--- src/rtl/pe_2d_seq_ctrl_pkg.sv ---
// Shared constants and state type for the PE_2D sequencer.
// The optional cycle counter is enabled with PE_2D_SEQ_CTRL_PERF_EN.
package pe_2d_seq_ctrl_pkg;

    localparam int conv4_width  = 8;
    localparam int PE_FLUSH_MAX = 16;

    typedef enum logic [1:0] {
        IDLE,
        FEED,
        FLUSH,
        DONE
    } pe_seq_state_e;

endpackage

--- src/rtl/pe_2d_seq_fsm.sv ---
// Control FSM for the PE_2D sequencer: state register, pair/flush counters and
// the sticky timeout flag. Datapath registers live in the top level.
module pe_2d_seq_fsm
    import pe_2d_seq_ctrl_pkg::*;
#(
    parameter int LEN_W     = 4,
    parameter int FLUSH_MAX = PE_FLUSH_MAX
) (
    input  logic             clk,
    input  logic             rstn,
    input  logic             start,
    input  logic [LEN_W-1:0] len,
    input  logic             in_valid,
    input  logic             pe_flag,
    input  logic             out_ready,
    output pe_seq_state_e    state_o,
    output logic             accept_o,
    output logic             capture_o,
    output logic             timeout_o,
    output logic             result_hs_o,
    output logic             err_timeout_o
);

    localparam int FW = $clog2(FLUSH_MAX + 1);

    pe_seq_state_e    state_q, state_d;
    logic [LEN_W-1:0] len_q, len_d;
    logic [LEN_W-1:0] pair_cnt_q, pair_cnt_d;
    logic [FW-1:0]    flush_cnt_q, flush_cnt_d;
    logic             err_timeout_q, err_timeout_d;

    always_ff @(posedge clk or negedge rstn) begin
        if (!rstn) begin
            state_q       <= IDLE;
            len_q         <= '0;
            pair_cnt_q    <= '0;
            flush_cnt_q   <= '0;
            err_timeout_q <= 1'b0;
        end else begin
            state_q       <= state_d;
            len_q         <= len_d;
            pair_cnt_q    <= pair_cnt_d;
            flush_cnt_q   <= flush_cnt_d;
            err_timeout_q <= err_timeout_d;
        end
    end

    always_comb begin
        state_d       = state_q;
        len_d         = len_q;
        pair_cnt_d    = pair_cnt_q;
        flush_cnt_d   = flush_cnt_q;
        err_timeout_d = err_timeout_q;
        accept_o      = 1'b0;
        capture_o     = 1'b0;
        timeout_o     = 1'b0;
        result_hs_o   = 1'b0;

        case (state_q)
            IDLE: begin
                // A zero-length job has nothing to feed, so it is dropped here.
                if (start && (len != '0)) begin
                    len_d         = len;
                    pair_cnt_d    = '0;
                    flush_cnt_d   = '0;
                    err_timeout_d = 1'b0;
                    state_d       = FEED;
                end
            end
            FEED: begin
                if (in_valid) begin
                    accept_o   = 1'b1;
                    pair_cnt_d = pair_cnt_q + LEN_W'(1);
                    if (pair_cnt_d == len_q) begin
                        state_d = FLUSH;
                    end
                end
            end
            FLUSH: begin
                flush_cnt_d = flush_cnt_q + FW'(1);
                // A flag arriving on the last allowed cycle still yields a result.
                if (pe_flag) begin
                    capture_o = 1'b1;
                    state_d   = DONE;
                end else if (flush_cnt_d == FW'(FLUSH_MAX)) begin
                    timeout_o     = 1'b1;
                    err_timeout_d = 1'b1;
                    state_d       = IDLE;
                end
            end
            DONE: begin
                if (out_ready) begin
                    result_hs_o = 1'b1;
                    state_d     = IDLE;
                end
            end
            default: state_d = IDLE;
        endcase
    end

    assign state_o       = state_q;
    assign err_timeout_o = err_timeout_q;

endmodule

--- src/rtl/pe_2d_seq_ctrl.sv ---
// Sequencer for one PE_2D element: feeds operand pairs, flushes with zeros until
// o_flag, then holds the captured dot product. Optional: PE_2D_SEQ_CTRL_PERF_EN.
module pe_2d_seq_ctrl
    import pe_2d_seq_ctrl_pkg::*;
#(
    parameter int DW        = conv4_width,
    parameter int LEN_W     = 4,
    parameter int FLUSH_MAX = PE_FLUSH_MAX
) (
    input  logic            clk,
    input  logic            rstn,
    input  logic            start,
    input  logic [LEN_W-1:0] len,
    output logic            busy,
    input  logic            in_valid,
    output logic            in_ready,
    input  logic [DW-1:0]   in_a,
    input  logic [DW-1:0]   in_b,
    output logic            pe_en,
    output logic [DW-1:0]   pe_r1,
    output logic [DW-1:0]   pe_r2,
    input  logic [2*DW-1:0] pe_mat,
    input  logic            pe_flag,
    output logic            out_valid,
    input  logic            out_ready,
    output logic [2*DW-1:0] out_data,
    output logic            err_timeout
`ifdef PE_2D_SEQ_CTRL_PERF_EN
    ,
    output logic [31:0]     perf_cycles
`endif
);

    // Both streams transfer on a cycle where valid && ready; a source holds its
    // payload until then, and ready never depends combinationally on valid.
    pe_seq_state_e state;
    logic          accept;
    logic          capture;
    logic          timeout;
    logic          result_hs;

    pe_2d_seq_fsm #(
        .LEN_W     (LEN_W),
        .FLUSH_MAX (FLUSH_MAX)
    ) u_fsm (
        .clk           (clk),
        .rstn          (rstn),
        .start         (start),
        .len           (len),
        .in_valid      (in_valid),
        .pe_flag       (pe_flag),
        .out_ready     (out_ready),
        .state_o       (state),
        .accept_o      (accept),
        .capture_o     (capture),
        .timeout_o     (timeout),
        .result_hs_o   (result_hs),
        .err_timeout_o (err_timeout)
    );

    assign busy     = (state != IDLE);
    assign in_ready = (state == FEED);

    logic            pe_en_q, pe_en_d;
    logic [DW-1:0]   pe_r1_q, pe_r1_d;
    logic [DW-1:0]   pe_r2_q, pe_r2_d;
    logic            out_valid_q, out_valid_d;
    logic [2*DW-1:0] out_data_q, out_data_d;

    always_ff @(posedge clk or negedge rstn) begin
        if (!rstn) begin
            pe_en_q     <= 1'b0;
            pe_r1_q     <= '0;
            pe_r2_q     <= '0;
            out_valid_q <= 1'b0;
            out_data_q  <= '0;
        end else begin
            pe_en_q     <= pe_en_d;
            pe_r1_q     <= pe_r1_d;
            pe_r2_q     <= pe_r2_d;
            out_valid_q <= out_valid_d;
            out_data_q  <= out_data_d;
        end
    end

    always_comb begin
        pe_en_d     = 1'b0;
        pe_r1_d     = pe_r1_q;
        pe_r2_d     = pe_r2_q;
        out_valid_d = out_valid_q;
        out_data_d  = out_data_q;

        case (state)
            FEED: begin
                // Bubbles leave the operand registers alone; only en drops.
                if (accept) begin
                    pe_en_d = 1'b1;
                    pe_r1_d = in_a;
                    pe_r2_d = in_b;
                end
            end
            FLUSH: begin
                pe_r1_d = '0;
                pe_r2_d = '0;
                pe_en_d = !(capture || timeout);
                if (capture) begin
                    out_valid_d = 1'b1;
                    out_data_d  = pe_mat;
                end
            end
            DONE: begin
                if (result_hs) begin
                    out_valid_d = 1'b0;
                end
            end
            default: ;
        endcase
    end

    assign pe_en     = pe_en_q;
    assign pe_r1     = pe_r1_q;
    assign pe_r2     = pe_r2_q;
    assign out_valid = out_valid_q;
    assign out_data  = out_data_q;

`ifdef PE_2D_SEQ_CTRL_PERF_EN
    logic [31:0] perf_cnt_q, perf_cnt_d;
    logic [31:0] perf_cycles_q, perf_cycles_d;
    logic [31:0] perf_inc;

    always_ff @(posedge clk or negedge rstn) begin
        if (!rstn) begin
            perf_cnt_q    <= '0;
            perf_cycles_q <= '0;
        end else begin
            perf_cnt_q    <= perf_cnt_d;
            perf_cycles_q <= perf_cycles_d;
        end
    end

    // The latched value includes the cycle in which the job ends.
    always_comb begin
        perf_inc      = (perf_cnt_q == '1) ? perf_cnt_q : perf_cnt_q + 32'd1;
        perf_cnt_d    = perf_cnt_q;
        perf_cycles_d = perf_cycles_q;
        if (state == IDLE) begin
            if (start && (len != '0)) begin
                perf_cnt_d = '0;
            end
        end else begin
            perf_cnt_d = perf_inc;
        end
        if (result_hs || timeout) begin
            perf_cycles_d = perf_inc;
        end
    end

    assign perf_cycles = perf_cycles_q;
`endif

endmodule

--- config.mk ---
export PLATFORM = sky130hd
export DESIGN_NAME = pe_2d_seq_ctrl
export DESIGN_NICKNAME = d
export VERILOG_FILES = /design/src/rtl/pe_2d_seq_ctrl_pkg.sv /design/src/rtl/pe_2d_seq_fsm.sv /design/src/rtl/pe_2d_seq_ctrl.sv
export SDC_FILE = /design/constraint.sdc
export NUM_CORES = 1
export LEC_CHECK = 0
export CAP_MARGIN = 10
export CORE_MARGIN = 5
export CORE_UTILIZATION = 45
export CTS_CLUSTER_SIZE = 30
export DETAILED_ROUTE_END_ITERATION = 7
export HOLD_SLACK_MARGIN = 0.12
export PLACE_DENSITY = 0.79
export SLEW_MARGIN = 0
export SYNTH_ARGS = -nofsm -noshare
export SYNTH_HDL_FRONTEND = slang
export SYNTH_HIERARCHICAL = 1
export SYNTH_SLANG_ARGS = --single-unit
--- constraint.sdc ---
create_clock -name clk -period 2.9 [get_ports clk]
set_input_delay 0.58 -clock clk [delete_from_list [all_inputs] [get_ports clk]]
set_output_delay 0.58 -clock clk [all_outputs]
set_load 0.03 [all_outputs]
-- Word level (Yosys, flattened, before mapping)
Cells that the tools add are included.
- divide/modulo/power cells: 0
- reduce and logical (&&, ||, !) cells: 18
- bitwise operators: 0
- multipliers: 0
- equality and inequality tests: 15
- mux-type cells: 34
- magnitude comparators: 0
- shift-type cells: 0
- add/subtract/negate cells: 2
- operator list (operator ; count):
    $pmux W8 S2 ; 2
    $mux W8 ; 2
    $mux W1 ; 15
    $mux W2 ; 6
    $ne A2 B2 Y1 const B ; 5
    $pmux W5 S2 ; 1
    $reduce_bool A2 Y1 ; 5
    $mux W4 ; 2
    $ne A2 B1 Y1 const B ; 4
    $pmux W2 S4 ; 1
    $pmux W4 S2 ; 1
    $reduce_and A2 Y1 ; 4
    $pmux W1 S2 ; 3
    $reduce_and A3 Y1 ; 2
    $add A5 B1 Y5 const B ; 1
    $eq A5 B5 Y1 const B ; 1
    $mux W5 ; 1
    $reduce_and A5 Y1 ; 1
    $add A4 B1 Y4 const B ; 1
    $eq A2 B2 Y1 const B ; 2
    $eq A4 B4 Y1 ; 1
    $reduce_and A4 Y1 ; 1
    $reduce_bool A4 Y1 ; 1
    $ne A3 B2 Y1 const B ; 1
    other kinds (5) ; 5
- memories: 0
- latch bits: 0
- output and inout port bits: 37
- logic and storage cells: 79
- register bits after elaboration: 50
- memory bits (writable): 0
- ROM bits: 0

-- Logic depth before layout (Yosys ltp)
Gate-level depths: netlist (run 1).
- word-level depth: 8
- depth in mapped cells: 8
- gate-level depth less buffers: 6

-- By module
Netlist (run 1), hierarchy kept.
- modules (own cells, without submodules) (module ; seq. area each (sq um) ; times used ; cells an instance ; area an instance (sq um)):
    pe_2d_seq_ctrl ; 850.8 ; 1 ; 125 ; 1496.4
    pe_2d_seq_fsm ; 400.4 ; 1 ; 95 ; 895.9

-- Worst setup path before layout (run 1)
Ideal clock, no wire load.
- path kind: flip-flop to flip-flop
- start point: reg u_fsm.state_q[1] (netlist: u_fsm/state_o[1])
- end point: reg pe_r1_q[0] (netlist: pe_r1[0])
- arrival time: 1.626 ns
- path buffers: 3
- library setup time: 0.066 ns
- data required time: 2.834 ns
- path slack: 1.208 ns
- stages on the path, launching flop included: 9
- cells stage by stage: dfrtp_1 > clkbuf_1 > nand3b_1 > inv_1 > buf_6 > nor2b_2 > buf_2 > o21ai_0 > nand2_1
- cells in the longest elaborated chain, start to end: 4
- elaborated cells on any way between the ends: 7
- RTL lines (what ; RTL line ; text):
    start, declared ; pe_2d_seq_fsm.sv:26 ; pe_seq_state_e state_q, state_d;
    start signal, assigned ; pe_2d_seq_fsm.sv:40 ; state_q <= state_d;
    $eq A2 B1 Y1 ; pe_2d_seq_fsm.sv:59 ; case (state_q)
    $mux W1 ; pe_2d_seq_fsm.sv:59 ;
    net accept ; pe_2d_seq_ctrl.sv:37 ; logic accept;
    $ne A2 B1 Y1 (no source line) ; - ;
    $reduce_and A2 Y1 (no source line) ; - ;
    end signal, assigned ; pe_2d_seq_ctrl.sv:79 ; pe_r1_q <= pe_r1_d;
    end, declared ; pe_2d_seq_ctrl.sv:65 ; logic [DW-1:0] pe_r1_q, pe_r1_d;
The timed path passes the listed nets, and every way through them passes these cells.
A chain may end at the register's enable or synchronous reset.

-- Final worst setup path (run 1)
- start point: reg u_fsm.state_q[0] (netlist: u_fsm/state_o[0])
- end point: out busy
- cells in the longest elaborated chain, start to end: 1
- RTL lines (what ; RTL line ; text):
    $reduce_bool A2 Y1 ; pe_2d_seq_ctrl.sv:61 ; assign busy = (state != IDLE);
    end, declared ; pe_2d_seq_ctrl.sv:14 ; output logic busy,
No other way between the ends.

==> results.sh, run 1 <==
export IMPL_antenna_found_initial=0
export IMPL_worstPathRequired_ns=2.32
export IMPL_nets=345
export IMPL_grt_pass1_wl_um=9260
export IMPL_min_path_type="input pin to async pin"
export IMPL_viasPerCell=5.10
export IMPL_numClockSinks=50
export IMPL_nFillCells=444
export IMPL_skew_ns=0.00545
export IMPL_hold_viol_final=0
export IMPL_areaGrowthSynthToFinish_pct=36.8
export IMPL_drive_gt1_share_pct=10.1
export IMPL_diodes=0
export IMPL_crit_type="flop to output port"
export IMPL_powerDensity_nw_per_um2=885
export IMPL_grt_max_degree=28
export IMPL_worst_path_buf_inv=3
export IMPL_root_buffer="clkbuf_8"
export IMPL_drt_antenna_violating_nets=0
export IMPL_post_cts_buffers=0
export IMPL_synth_edf_count=0
export IMPL_crit_path_end_kind="output port"
export IMPL_syn_inst=220
export IMPL_r2r_start="u_fsm/state_o[1]$_DFFE_PN0P_"
export IMPL_drv_cap=0
export IMPL_final_setup_viol_count=0
export IMPL_critPathArrivalTime_ns=1.98
export IMPL_synth_flop_cell="dfrtp_1"
export IMPL_numPortBuffers=78
export IMPL_synthArstFlopShare_pct=100
export IMPL_ys_seq_area_share_pct=52.3
export IMPL_gp_congestion=0.812
export IMPL_drv_slew=0
export IMPL_synth_most_common_cell="dfrtp_1"
export IMPL_synth_top_area_share_pct=52.3
export IMPL_status="completed"
export IMPL_vias=1866
export IMPL_start_util_pct=46.5
export IMPL_final_core_util_pct=63.7
export IMPL_grt_pass1_vias=1889
export IMPL_synth_top_area_cell="dfrtp_1"
export IMPL_fp_row_count=26
export IMPL_drt_iter0_markers=63
export IMPL_tightest_slew_ns=0.612
export IMPL_post_cts_resized=0
export IMPL_die_width_um=82.9
export IMPL_fmax_mhz=390
export IMPL_vdd_drop_max_v=0.000511
export IMPL_dp_hpwl_um=4140
export IMPL_wl_per_cell_um=14.8
export IMPL_crit_top_cell="inv_1"
export IMPL_netlist_top_cells_area="dfrtp_1 (52%), mux2_4 (6.3%), o21ai_0 (5.9%)"
export IMPL_syn_area_um2=2390
export IMPL_rrSetupSlack_ns=0.93
export IMPL_hold_buffers=0
export IMPL_cts_tree="done"
export IMPL_yosys_warnings=6
export IMPL_cts_buffers=5
export IMPL_avgSynthCellArea_um2=10.9
export IMPL_reg2reg_to="pe_r2[4]$_DFFE_PN0P_"
export IMPL_post_route_period_util_pct=88.4
export IMPL_cp_slowest_stage_delay_ns=0.67
export IMPL_reg2reg_depth=5
export IMPL_path_cells="inv_1 -> ha_1 -> inv_1 -> clkdlybuf4s50_1"
export IMPL_tns_ns=0
export IMPL_synth_cell_type_count=39
export IMPL_htree_num_levels=2
export IMPL_power_leakage_nw=1.55
export IMPL_startpoint_type="flop"
export IMPL_clk_path_buf_depth=2
export IMPL_crit_family="buffers and inverters"
export IMPL_crit_slowest_cell="clkdlybuf4s50_1"
export IMPL_die_area_um2=6870
export IMPL_critPathMaxFanout=12
export IMPL_ys_seq_elements=50
export IMPL_firstDrtPassIters=4
export IMPL_rsz0062_at_grt="no"
export IMPL_cts_reportedPaths_clkPinSlew_ns=0.09
export IMPL_grt_overflow=0
export IMPL_grtUsageTotal_pct=16.1
export IMPL_fp_dieH_um=82.9
export IMPL_syn_num_nets=269
export IMPL_fin_crit_ns=2.56
export IMPL_ioPinCount=79
export IMPL_drc_errors=0
export IMPL_slew_headroom_pct=59.2
export IMPL_core_area_um2=5140
export IMPL_clock_latency_ns=0.30
export IMPL_synth_common_cells="dfrtp_1 (50), nand2_1 (37), o21ai_0 (28), nand3_1 (16), mux2_4 (10)"
export IMPL_routed_wirelength_um=5420
## where the power goes
part | switching (W) | total (W) | internal [W]
clock | 0.000217 | 0.000379 | 0.000162
combinational | 0.000810 | 0.00140 | 0.000594
sequential | 0.000196 | 0.00111 | 0.000917
## flip-flops by register name, summed over array words and instances (netlist names)
| register | flops |
|---|---|
| pe_en | 1 |
| u_fsm/flush_cnt_q | 5 |
| u_fsm/err_timeout_o | 1 |
| u_fsm/pair_cnt_q | 4 |
| pe_r2 | 8 |
| u_fsm/len_q | 4 |
| out_data | 16 |
| out_valid | 1 |
| u_fsm/state_o | 2 |
| pe_r1 | 8 |
## logic make-up after synthesis
kind of cell | after synthesis | synth area share [%]
buffers and inverters | 19 | 4.50
adder cells (fa/ha/maj) | 7 | 3.66
multiplexers | 19 | 10.4
AND/OR/NAND/NOR | 73 | 15.0
XOR/XNOR | 7 | 3.19
flip-flops | 50 | 52.3
AO/OA/AOI/OAI | 45 | 11.0
## worst max-delay path by stage
stage,start,end,cells past startpoint
6_report,u_fsm/state_o[0]$_DFFE_PN0P_,busy,4
5_1_grt,u_fsm/state_o[1]$_DFFE_PN0P_,busy,4
4_1_cts,u_fsm/state_o[0]$_DFFE_PN0P_,busy,4
3_5_place_dp,in_valid,pe_r2[4]$_DFFE_PN0P_,6
3_3_place_gp,in_valid,pe_r2[0]$_DFFE_PN0P_,6
2_1_floorplan,u_fsm/state_o[1]$_DFFE_PN0P_,pe_r1[0]$_DFFE_PN0P_,8
## layout make-up
| cell class | count | area [um2] | share of cell area [%] |
|---|---|---|---|
| Tap cell | 70 | 87.6 | 2.68 |
| Clock inverter | 2 | 10.0 | 0.306 |
| Timing Repair Buffer | 80 | 791 | 24.2 |
| Sequential cell | 50 | 1250 | 38.2 |
| Multi-Input combinational cell | 151 | 1030 | 31.6 |
| Inverter | 8 | 30.0 | 0.918 |
| Clock buffer | 5 | 68.8 | 2.10 |
## per-stage QoR
step / power [W] / instances / hold slack [ns] / setup WS [ns] / cell area (um2)
finish: 0.00290 / 366 / 0.289 / 0.336 / 3270
global placement: 0.00249 / 359 / 0.478 / 0.633 / 3190
floorplan: 0.00203 / 220 / 0.284 / 1.21 / 2390
global route: 0.00312 / 366 / 0.319 / 0.208 / 3270
detailed placement: 0.00253 / 359 / 0.488 / 0.538 / 3190
CTS: 0.00292 / 366 / 0.295 / 0.328 / 3270
## cell usage in the layout, fill, tap and decap left out, drive strengths merged
cell type | Yosys | final
o21ai | 31 | 31
a21o | 2 | 2
nand2 | 38 | 38
and3 | 2 | 2
nor3b | 1 | 1
and3b | 1 | 1
nand3 | 16 | 16
inv | 8 | 8
o22ai | 1 | 1
nand3b | 2 | 2
dfrtp | 50 | 50
nor2 | 3 | 3
clkinv | 0 | 2
and4b | 1 | 1
and2 | 1 | 1
a22o | 1 | 1
mux2 | 16 | 16
nor4 | 2 | 2
xor3 | 1 | 1
ha | 7 | 7
a21oi | 7 | 7
xor2 | 4 | 4
clkdlybuf4s50 | 0 | 77
nor3 | 1 | 1
o2111ai | 1 | 1
o41ai | 1 | 1
o21a | 1 | 1
clkbuf | 2 | 5
xnor2 | 2 | 2
or3 | 1 | 1
nor2b | 4 | 4
mux2i | 3 | 3
buf | 9 | 3
## per-layer routing
metal	track usage, %	vias to the layer above	part of all wire (%)
li1	-	900	-
met1	21.4	902	44
met2	25.7	58	49
met3	4.85	6	5.7
met4	4.16	0	0.90
met5	0	-	0
No activity file was read; power rests on OpenSTA's default activity.
==> run 2, diff against run 1 <==
--- a/config.mk
+++ b/config.mk
@@ -17,3 +17,4 @@
 export SYNTH_HDL_FRONTEND = slang
 export SYNTH_HIERARCHICAL = 1
 export SYNTH_SLANG_ARGS = --single-unit
+export TNS_END_PERCENT = 10
==> results of run 2 <==
The final DEF is identical to that of run 1; final timing and power are the same.
